`src/rtl/deserializer_fc_if.sv`:
```
// Bus bundle for the fast-readout deserializer: serial link inputs and FIFO read side.
// The master modport is the deserializer; the slave modport is the link/consumer side.
interface deserializer_fc_if #(
    parameter int unsigned DEPTH = 4
);
    logic                     serialIn;
    logic [1:0]               control;
    logic                     bitSlip;
    logic [15:0]              dataOut;
    logic                     dataValid;
    logic                     dataReady;
    logic                     receiving;
    logic                     overflow;
    logic [$clog2(DEPTH):0]   fifoCount;

    modport master (
        input  serialIn, control, bitSlip, dataReady,
        output dataOut, dataValid, receiving, overflow, fifoCount
    );

    modport slave (
        output serialIn, control, bitSlip, dataReady,
        input  dataOut, dataValid, receiving, overflow, fifoCount
    );
endinterface

```
`src/rtl/deserializer_fc.sv`:
```
// Fast-readout link receiver: samples the serial stream MSB first into 16-bit words
// and queues them in a small FIFO with a valid/ready read port. Optional idle-word
// (16'hFFFF) suppression, bit-slip realignment and a sticky overflow flag.
module deserializer_fc #(
    parameter int unsigned DEPTH     = 4,
    parameter bit          DROP_IDLE = 1'b1
) (
    input logic               FSclk,
    input logic               resetb,
    deserializer_fc_if.master bus
);
    localparam int unsigned PW = $clog2(DEPTH);
    localparam int unsigned CW = PW + 1;

    typedef enum logic {StIdle, StShift} state_t;

    state_t          state;
    logic [3:0]      bit_cnt;
    logic [14:0]     shift_reg;
    logic [15:0]     mem [DEPTH];
    logic [PW-1:0]   wr_ptr;
    logic [PW-1:0]   rd_ptr;
    logic [CW-1:0]   count;
    logic            overflow;

    logic            enabled;
    logic            word_done;
    logic            push_req;
    logic            full;
    logic            pop;
    logic            push;
    logic [15:0]     word;

    // Word completion and FIFO handshake decode
    always_comb begin
        enabled   = (bus.control == 2'b11);
        word      = {shift_reg, bus.serialIn};
        word_done = (state == StShift) && enabled && !bus.bitSlip && (bit_cnt == 4'd15);
        push_req  = word_done && !(DROP_IDLE && (word == 16'hFFFF));
        full      = (count == CW'(DEPTH));
        pop       = (count != '0) && bus.dataReady;
        // A full FIFO still takes the word when the head leaves on the same edge
        push      = push_req && (!full || pop);
    end

    // Receive FSM: E0 only arms the counter, sampling starts on the following edge
    always_ff @(posedge FSclk) begin
        if (!resetb) begin
            state     <= StIdle;
            bit_cnt   <= '0;
            shift_reg <= '0;
        end else begin
            unique case (state)
                StIdle: begin
                    if (enabled) begin
                        state   <= StShift;
                        bit_cnt <= '0;
                    end
                end
                StShift: begin
                    if (!enabled) begin
                        state   <= StIdle;
                        bit_cnt <= '0;
                    end else if (!bus.bitSlip) begin
                        shift_reg <= word[14:0];
                        bit_cnt   <= bit_cnt + 4'd1;  // wraps to 0 on word complete
                    end
                end
                default: state <= StIdle;
            endcase
        end
    end

    // FIFO storage; contents need no reset since occupancy gates visibility
    always_ff @(posedge FSclk) begin
        if (resetb && push) begin
            mem[wr_ptr] <= word;
        end
    end

    // FIFO pointers, occupancy and sticky overflow
    always_ff @(posedge FSclk) begin
        if (!resetb) begin
            wr_ptr   <= '0;
            rd_ptr   <= '0;
            count    <= '0;
            overflow <= 1'b0;
        end else begin
            if (push) wr_ptr <= wr_ptr + PW'(1);
            if (pop)  rd_ptr <= rd_ptr + PW'(1);
            unique case ({push, pop})
                2'b10:   count <= count + CW'(1);
                2'b01:   count <= count - CW'(1);
                default: count <= count;
            endcase
            if (push_req && full && !pop) overflow <= 1'b1;
        end
    end

    assign bus.dataOut   = (count != '0) ? mem[rd_ptr] : 16'h0000;
    assign bus.dataValid = (count != '0);
    assign bus.receiving = (state == StShift);
    assign bus.overflow  = overflow;
    assign bus.fifoCount = count;
endmodule

```
`src/flat_wrapper.sv`:
```
// flat-port wrapper written by rule: the top's interface ports become plain ports
module deserializer_fc_flat 
#(
    parameter int unsigned DEPTH     = 4,
    parameter bit          DROP_IDLE = 1'b1
)
  (FSclk, resetb, bus_serialIn, bus_control, bus_bitSlip, bus_dataReady, bus_dataOut, bus_dataValid, bus_receiving, bus_overflow, bus_fifoCount);
  deserializer_fc_if #(.DEPTH(DEPTH)) bus_i ();
  input logic FSclk;
  input logic resetb;
  input wire logic [$bits(bus_i.serialIn)-1:0] bus_serialIn;
  input wire logic [$bits(bus_i.control)-1:0] bus_control;
  input wire logic [$bits(bus_i.bitSlip)-1:0] bus_bitSlip;
  input wire logic [$bits(bus_i.dataReady)-1:0] bus_dataReady;
  output wire logic [$bits(bus_i.dataOut)-1:0] bus_dataOut;
  output wire logic [$bits(bus_i.dataValid)-1:0] bus_dataValid;
  output wire logic [$bits(bus_i.receiving)-1:0] bus_receiving;
  output wire logic [$bits(bus_i.overflow)-1:0] bus_overflow;
  output wire logic [$bits(bus_i.fifoCount)-1:0] bus_fifoCount;
  assign bus_i.serialIn = bus_serialIn;
  assign bus_i.control = bus_control;
  assign bus_i.bitSlip = bus_bitSlip;
  assign bus_i.dataReady = bus_dataReady;
  assign bus_dataOut = bus_i.dataOut;
  assign bus_dataValid = bus_i.dataValid;
  assign bus_receiving = bus_i.receiving;
  assign bus_overflow = bus_i.overflow;
  assign bus_fifoCount = bus_i.fifoCount;
  deserializer_fc #(.DEPTH(DEPTH), .DROP_IDLE(DROP_IDLE)) u_core (.FSclk(FSclk), .resetb(resetb), .bus(bus_i));
endmodule
```
`config.mk`:
```
export PLATFORM = sky130hd
export DESIGN_NAME = deserializer_fc_flat
export DESIGN_NICKNAME = d
export VERILOG_FILES = /design/src/rtl/deserializer_fc_if.sv /design/src/rtl/deserializer_fc.sv /design/src/flat_wrapper.sv
export SDC_FILE = /design/constraint.sdc
export NUM_CORES = 1
export LEC_CHECK = 0
export ABC_AREA = 1
export BUFFER_PORTS_ARGS = -buffer_cell sky130_fd_sc_hd__buf_2
export CAP_MARGIN = 20
export CORE_MARGIN = 3
export CORE_UTILIZATION = 40
export CTS_BUF_LIST = sky130_fd_sc_hd__clkbuf_2
export DETAILED_ROUTE_END_ITERATION = 8
export PLACE_DENSITY = 0.69
export REMOVE_ABC_BUFFERS = 1
export SLEW_MARGIN = 10
export SYNTH_ARGS = -nofsm -noshare
export SYNTH_HDL_FRONTEND = slang
export SYNTH_SLANG_ARGS = --single-unit
```
`constraint.sdc`:
```
create_clock -name FSclk -period 2.17 [get_ports FSclk]
set_input_delay 0.217 -clock FSclk [delete_from_list [all_inputs] [get_ports FSclk]]
set_output_delay 0.217 -clock FSclk [all_outputs]
set_load 0.05 [all_outputs]
```
==> key figures, run 1 <==
Run status
  • Outcome: complete, no violations

Timing
  • Peak Freq: 491 MHz
  • Count of pins over their slew limit: 0
  • Setup_tns: 0 ns
  • Max-slew headroom: 70.9%
  • Finish-stage setup viols: 0
  • Final Hold Vio Count: 0
  • Crit share post-route: 93.8%
  • Final min period: 2.04 ns
  • Setup WS post-layout: 0.134 ns
  • Final Skew: 0.0203 ns
  • Worst slew pin tran: 0.432 ns

Clocking
  • Num Clock Sinks: 94
  • CTS root buf: clkbuf_2
  • H-tree Lvls: 3
  • Clock buffers created by TritonCTS: 9
  • Clock Path Buffers: 2
  • CTS tree: yes
  • Clock-pin slew on the worst setup and hold paths: 0.24 ns
  • Clock Latency Late Sink: 0.52 ns

Synthesis
  • Cells after Synth: 375
  • Post-synthesis compound-gate area fraction: 11.1%
  • Yosys warnings: 0
  • Dominant cell type by area after synthesis: edfxtp_1
  • Adder-cell share of the synthesized area: 2.48%
  • Synth unique cells: 24
  • Area contributors post-synth: edfxtp_1, dfxtp_1, nor2_1
  • Post-synth top area share: 50.1%
  • Combinational family with the most area after synthesis: simple AND/OR/NAND/NOR gates
  • Register area share after synthesis: 65.8%
  • Synth Area in XOR/XNOR: 0%
  • Synth Register Bits: 94
  • Synthesized area: 3830 sq um
  • Post-synthesis mux area share: 0%
  • Post-Syn Area per Cell: 10.2 sq um
  • Post-Synth Simple-Gate Area: 15.4%

Worst setup path
  • Setup CP Type: flip-flop to flip-flop
  • Reg2Reg Depth: 13
  • Crit Path Max Fanout: 7
  • Worst setup EP type: flip-flop
  • Arrival time at the worst endpoint: 2.46 ns
  • Critical path startpoint category: flip-flop
  • Critical Path RT: 2.60 ns

Die
  • # rows: 35
  • IO Count: 29
  • Initial Util: 41.3%
  • Die Y-Extent: 104 microns
  • Full die area: 10800 sq um
  • Die X-Extent: 104 microns
  • Core Region: 9280 sq um

Final layout
  • Ratio of cells with drive above 1 in the final layout: 21.6%
  • Largest register FFs: 64
  • Commonest non-fill, non-tap cell in the layout: nor2_1
  • Layout area overhead: 17.3%
  • N_diodes: 0
  • Nets@finish: 434
  • Most frequent cells in the layout: nor2_1, edfxtp_1, o21ai_0, inv_1, a21oi_1

Routing
  • DR WL/cell: 13.9 microns
  • Via/cell ratio: 4.86
  • Wirelength, routed: 7.68 mm
  • Initial detailed-routing violation count: 139
  • Drt first pass iters: 5
  • Post-route DRC: 0
  • Number of routed nets with antenna violations: 0
  • Vias after detailed routing: 2692

Min path
  • Hold Path Depth: 4
  • Worst Hold Class: input pin to flip-flop

GRT
  • Antenna violations before repair: 0
  • Largest net degree at the start of global routing: 27
  • GRT Util Overall: 14.8%
  • Vias in the first global route: 2546
  • GR Overflow Total: 0
  • First-pass GRT wire length: 12.6 mm

Place
  • Post-detail-place hpwl: 4.77 mm
  • RePlAce Congestion: 0.768
  • IO buf count: 28
  • Dpl ws: 0.0310 ns

Pwr
  • PwrDens: 826 nW/um^2
  • Maximum vdd drop: 0.505 mV
  • Static leakage: 0.00161 uW

Flow run
  • Max_cap viols: 0
-- critical path: stages (launching register included) --
cell     delay [ns]
dfxtp_4        0.44
nand2_1        0.06
inv_1          0.05
nand2_1        0.04
nor2_1         0.14
nand2_1        0.12
nand3_2        0.10
ha_1           0.15
inv_1          0.08
fa_2           0.36
a21oi_2        0.13
o21ai_1        0.08
o21ai_0        0.15
a21oi_1        0.06
-- synthesized netlist by cell type --
cell / instances
buf_4: 1
nand2_1: 24
clkbuf_1: 4
ha_1: 6
clkbuf_2: 3
fa_1: 1
edfxtp_1: 64
nand3_4: 1
nand2_2: 1
buf_6: 1
buf_2: 6
nand3_2: 1
nor2_4: 2
a21oi_1: 28
o21ai_0: 53
nor2_1: 104
nand3b_1: 1
dfxtp_1: 30
nand4_1: 4
inv_1: 28
nand3_1: 4
inv_4: 1
o21ai_1: 4
inv_2: 3
-- power by group --
part | total, uW | switching, uW | internal, uW | leakage [uW]
registers | 1940 | 23.8 | 1910 | 0.000724
clock network | 925 | 552 | 372 | 0.0000753
logic | 855 | 652 | 203 | 0.000812
total | 3720 | 1230 | 2490 | 0.00161
-- cells by family (layout without fill, tap and decap cells) --
family          count (synthesis)  count (layout)
compound gates                 85              85
flops                          94              94
simple gates                  142             142
fa+ha+maj                       7               7
buf+inv                        47              97
-- path summary, 6_finish.rpt --
check	startpoint	to	slack, ns
worst min register to register	u_core.bus.overflow$_SDFFE_PN0P_	u_core.bus.overflow$_SDFFE_PN0P_	0.47
worst max-delay path	u_core.shift_reg[8]$_SDFFE_PN0P_	u_core.bus.fifoCount[2]$_SDFFE_PN0P_	0.13
worst min-delay path	bus_dataReady	flip-flop	0.1
worst max register to register	u_core.shift_reg[8]$_SDFFE_PN0P_	u_core.bus.fifoCount[2]$_SDFFE_PN0P_	0.13
-- routing by layer --
metal  track usage, %  wire (microns)  part of all wire [%]  vias to the layer above
met5                0               0                     0                        -
met4             6.27             156                   2.0                        0
met3             3.48             353                   4.6                       13
met2             23.8            3680                    48                       75
met1             19.2            3490                    45                     1256
li1                 -               -                     -                     1348
-- stage by stage --
stage / power [uW] / cells / hold slack (ns) / cell area (sq um) / util (%)
2_1_floorplan: 2560 / 360 / 0.316 / 3750 / -
3_3_place_gp: 2780 / 532 / 0.435 / 4220 / 45.4
3_5_place_dp: 2780 / 532 / 0.447 / 4220 / 45.4
4_1_cts: 3720 / 551 / 0.0602 / 4410 / 47.5
5_1_grt: 3870 / 554 / 0.0616 / 4500 / 48.5
6_report: 3720 / 554 / 0.0967 / 4500 / 48.5
-- layout make-up --
class,instances,area (sq um)
Clock buffer,9,45.0
Inverter,32,130
Sequential cell,94,2560
Multi-Input combinational cell,234,1130
Clock inverter,7,88.8
Timing Repair Buffer,49,390
Tap cell,129,161
Fill cell,878,4790
-- repair_timing --
action | in CTS | in global routing
hold endpoints to repair | 5 | 0
pin swaps | 0 | 3
setup buffers | 0 | 3
endpoints found under the setup margin | 17 | 18
cloned | 0 | 0
hold buffers | 3 | 0
resized for setup | 12 | 32
Note: power is estimated with default switching activity, not from simulation.
==> run 2, diff against run 1 <==
==> constraint.sdc (replaced) <==
create_clock -name FSclk -period 1.8 [get_ports FSclk]
set_input_delay 0.18 -clock FSclk [delete_from_list [all_inputs] [get_ports FSclk]]
set_output_delay 0.18 -clock FSclk [all_outputs]
set_load 0.05 [all_outputs]
==> run 2 against run 1 <==
Against the previous run:
- the flow now finishes with violations (negative setup slack)
- sequential share of layout area decreased by 4.4 points
- non-clock buffer count up 34
- global-route usage up 0.92 points
- via count is 5.5% higher
- cell count rose by 6.1%
- clock-buffer cell count increased by 1
- worst setup slack lost 0.27 ns
==> key figures, run 2 (same netlist as run 1, synthesis figures left out) <==
Run status
  • Outcome: complete, but fails checks
  • Failing checks: negative setup slack

Worst setup path
  • FF-to-FF End: u_core.bus.fifoCount[2]$_SDFFE_PN0P_
  • Worst path cell trace: buf_12, nor2_1, nor2_1, o21ai_1, a21oi_1, buf_4
  • Critical Path RT: 1.62 ns (-0.98 ns)
  • R2r setup slk: -0.08 ns (-0.21 ns)
  • Crit Path Max Fanout: 20 (+13)
  • Reg2Reg Depth: 12 (-1)
  • Critical path startpoint category: flip-flop
  • Slowest CP cell: dfxtp_4
  • Setup CP Type: flip-flop to primary output
  • Worst path most repeated cell: nor2_1
  • CP bufs+invs: 2 (unchanged)
  • Crit path largest cell delay: 0.44 ns (about the same)
  • Worst setup EP type: primary output
  • Worst reg2reg startpoint: u_core.bit_cnt[1]$_SDFFE_PN0P_
  • Arrival time at the worst endpoint: 1.75 ns (-0.71 ns)
  • Crit path max-delay family: flip-flops

Clocking
  • Clock Path Buffers: 2 (unchanged)
  • Clock buffers created by TritonCTS: 9 (unchanged)
  • Clock-pin slew on the worst setup and hold paths: 0.25 ns (about the same)
  • CTS tree: yes
  • CTS root buf: clkbuf_2
  • Clock Latency Late Sink: 0.55 ns (+0.03 ns)
  • H-tree Lvls: 3 (unchanged)
  • Num Clock Sinks: 94 (unchanged)

Min path
  • Endpoint, Worst Hold: u_core.shift_reg[6]$_SDFFE_PN0P_
  • Worst Hold Class: input pin to flip-flop
  • Hold Path Depth: 4 (unchanged)
  • Hold Startpoint: resetb

Routing
  • DR WL/cell: 14.2 microns (+2.6%)
  • Drt first pass iters: 4 (-1)
  • Number of routed nets with antenna violations: 0 (unchanged)
  • Via/cell ratio: 4.83 (-0.57%)
  • Post-route DRC: 0 (unchanged)
  • Wirelength, routed: 8.36 mm (+8.9%)
  • Initial detailed-routing violation count: 194 (+40%)
  • Vias after detailed routing: 2841 (+5.5%)

Flow run
  • Max_cap viols: 0 (unchanged)

Timing
  • Setup_tns: -1.58 ns (-1.58 ns)
  • Final Skew: 0.0233 ns (+0.00305 ns)
  • Max-slew headroom: 68.3% (-2.6 points)
  • Crit share post-route: 107%
  • Finish-stage setup viols: 17 (+17)
  • Peak Freq: 517 MHz
  • Final min period: 1.93 ns
  • Final Hold Vio Count: 0 (unchanged)
  • RSZ-0062 raised after global routing: yes
  • Count of pins over their slew limit: 0 (unchanged)
  • Setup WS post-layout: -0.134 ns (-0.268 ns)
  • Worst slew pin tran: 0.470 ns (+0.0384 ns)

Pwr
  • Clock Power Share: 20.5% (-4.4 points)
  • Maximum vdd drop: 0.537 mV (+6.4%)
  • Final Power: 4400 uW (+18%)
  • Pint: 2860 uW (+15%)
  • Switching power: 1540 uW (+26%)
  • Gate power share: 26.5% (+3.5 points)
  • PwrDens: 908 nW/um^2 (+9.9%)
  • Static leakage: 0.00178 uW (+11%)
  • Register share of total power: 53.1% (+1.0 points)
  • Switching power share of the total: 35.1% (+2.0 points)

Final layout
  • Final instance area: 4850 sq um (+7.7%)
  • Layout area overhead: 26.4%
  • Largest register FFs: 64 (unchanged)
  • Ratio of cells with drive above 1 in the final layout: 29.2% (+7.5 points)
  • Most frequent cells in the layout: nor2_1, edfxtp_1, buf_4, o21ai_0, inv_1
  • N_diodes: 0 (unchanged)
  • Commonest non-fill, non-tap cell in the layout: nor2_1
  • Nets@finish: 468 (+7.8%)

Die
  • Die X-Extent: 104 microns (unchanged)
  • Die Y-Extent: 104 microns (unchanged)
  • Initial Util: 41.3% (unchanged)
  • # rows: 35 (unchanged)
  • Full die area: 10800 sq um (unchanged)
  • IO Count: 29 (unchanged)
  • Core Region: 9280 sq um (unchanged)

Place
  • IO buf count: 28 (unchanged)
  • RePlAce Congestion: 0.763 (-0.62%)
  • Area post-placement: 4390 sq um (+4.0%)
  • Post-detail-place hpwl: 5.09 mm (+6.8%)

GRT
  • GR Overflow Total: 0 (unchanged)
  • Vias in the first global route: 2870 (+13%)
  • Antenna violations before repair: 0 (unchanged)
  • GRT Util Overall: 15.7% (+0.92 points)
  • Largest net degree at the start of global routing: 27 (unchanged)
  • First-pass GRT wire length: 13.5 mm (+6.8%)
-- run 2: area by class of cell --
class	count	area (sq um)
clock buffer	10	50.0
clock inverter	6	46.3
fill	837	4440
inverter	32	125
multi-input combinational	234	1180
sequential	94	2540
tap	129	161
timing repair buffer	83	741
-- run 2: how the worst max path moves through the flow --
stage                                           end                                 start  cells after the start
2_1_floorplan  u_core.bus.fifoCount[2]$_SDFFE_PN0P_  u_core.bus.fifoCount[0]$_SDFFE_PN0P_                     11
3_3_place_gp   u_core.bus.fifoCount[2]$_SDFFE_PN0P_        u_core.bit_cnt[0]$_SDFFE_PN0P_                     11
3_5_place_dp   u_core.bus.fifoCount[2]$_SDFFE_PN0P_        u_core.bit_cnt[0]$_SDFFE_PN0P_                     11
4_1_cts                              bus_dataOut[1]                             flip-flop                      6
5_1_grt                              bus_dataOut[6]                             flip-flop                      6
6_report                             bus_dataOut[1]                             flip-flop                      6
-- run 2: worst reg2reg max path, stage by stage (launching register included) --
cell     delay (ns)
dfxtp_2        0.39
ha_4           0.17
nand3_4        0.08
nor2_4         0.04
buf_4          0.12
nand3_2        0.06
ha_2           0.17
inv_2          0.05
fa_2           0.35
a21oi_2        0.12
o21ai_1        0.09
o21ai_1        0.12
a21oi_1        0.05
-- run 2: what timing repair did --
item / in CTS / in global routing
hold endpoints to repair: 5 / 0
hold buffers: 3 / 0
gates cloned: 1 / 3
gates resized for setup: 56 / 38
pin swaps: 9 / 7
setup buffers: 6 / 4
setup endpoints to repair: 80 / 79
-- run 2: power groups by stage --
stage	clock [uW]	combinational (uW)	sequential, uW
5_1_grt	1020	1230	2340
2_1_floorplan	0	652	2430
3_3_place_gp	0	1010	2370
4_1_cts	931	1150	2330
3_5_place_dp	0	1020	2370
6_report	901	1160	2330
-- run 2: stage by stage --
| stage | setup WS [ns] | instances | hold slack, ns | utilization (%) |
|---|---|---|---|---|
| final | -0.134 | 588 | 0.0846 | 52.2 |
| after global routing | -0.307 | 588 | 0.0496 | 52.2 |
| after CTS | -0.188 | 583 | 0.0496 | 50.9 |
| after detailed placement | -0.164 | 558 | 0.448 | 47.3 |
| after global placement | -0.0738 | 558 | 0.435 | 47.3 |
| after floorplan | -0.630 | 360 | 0.279 | - |
-- run 2: metal layers --
metal | track usage, % | wire length, microns | vias up
met3 | 4.84 | 492 | 13
li1 | - | - | 1418
met2 | 26.5 | 4150 | 69
met4 | 5.03 | 148 | 0
met5 | 0 | 0 | -
met1 | 19.3 | 3570 | 1341
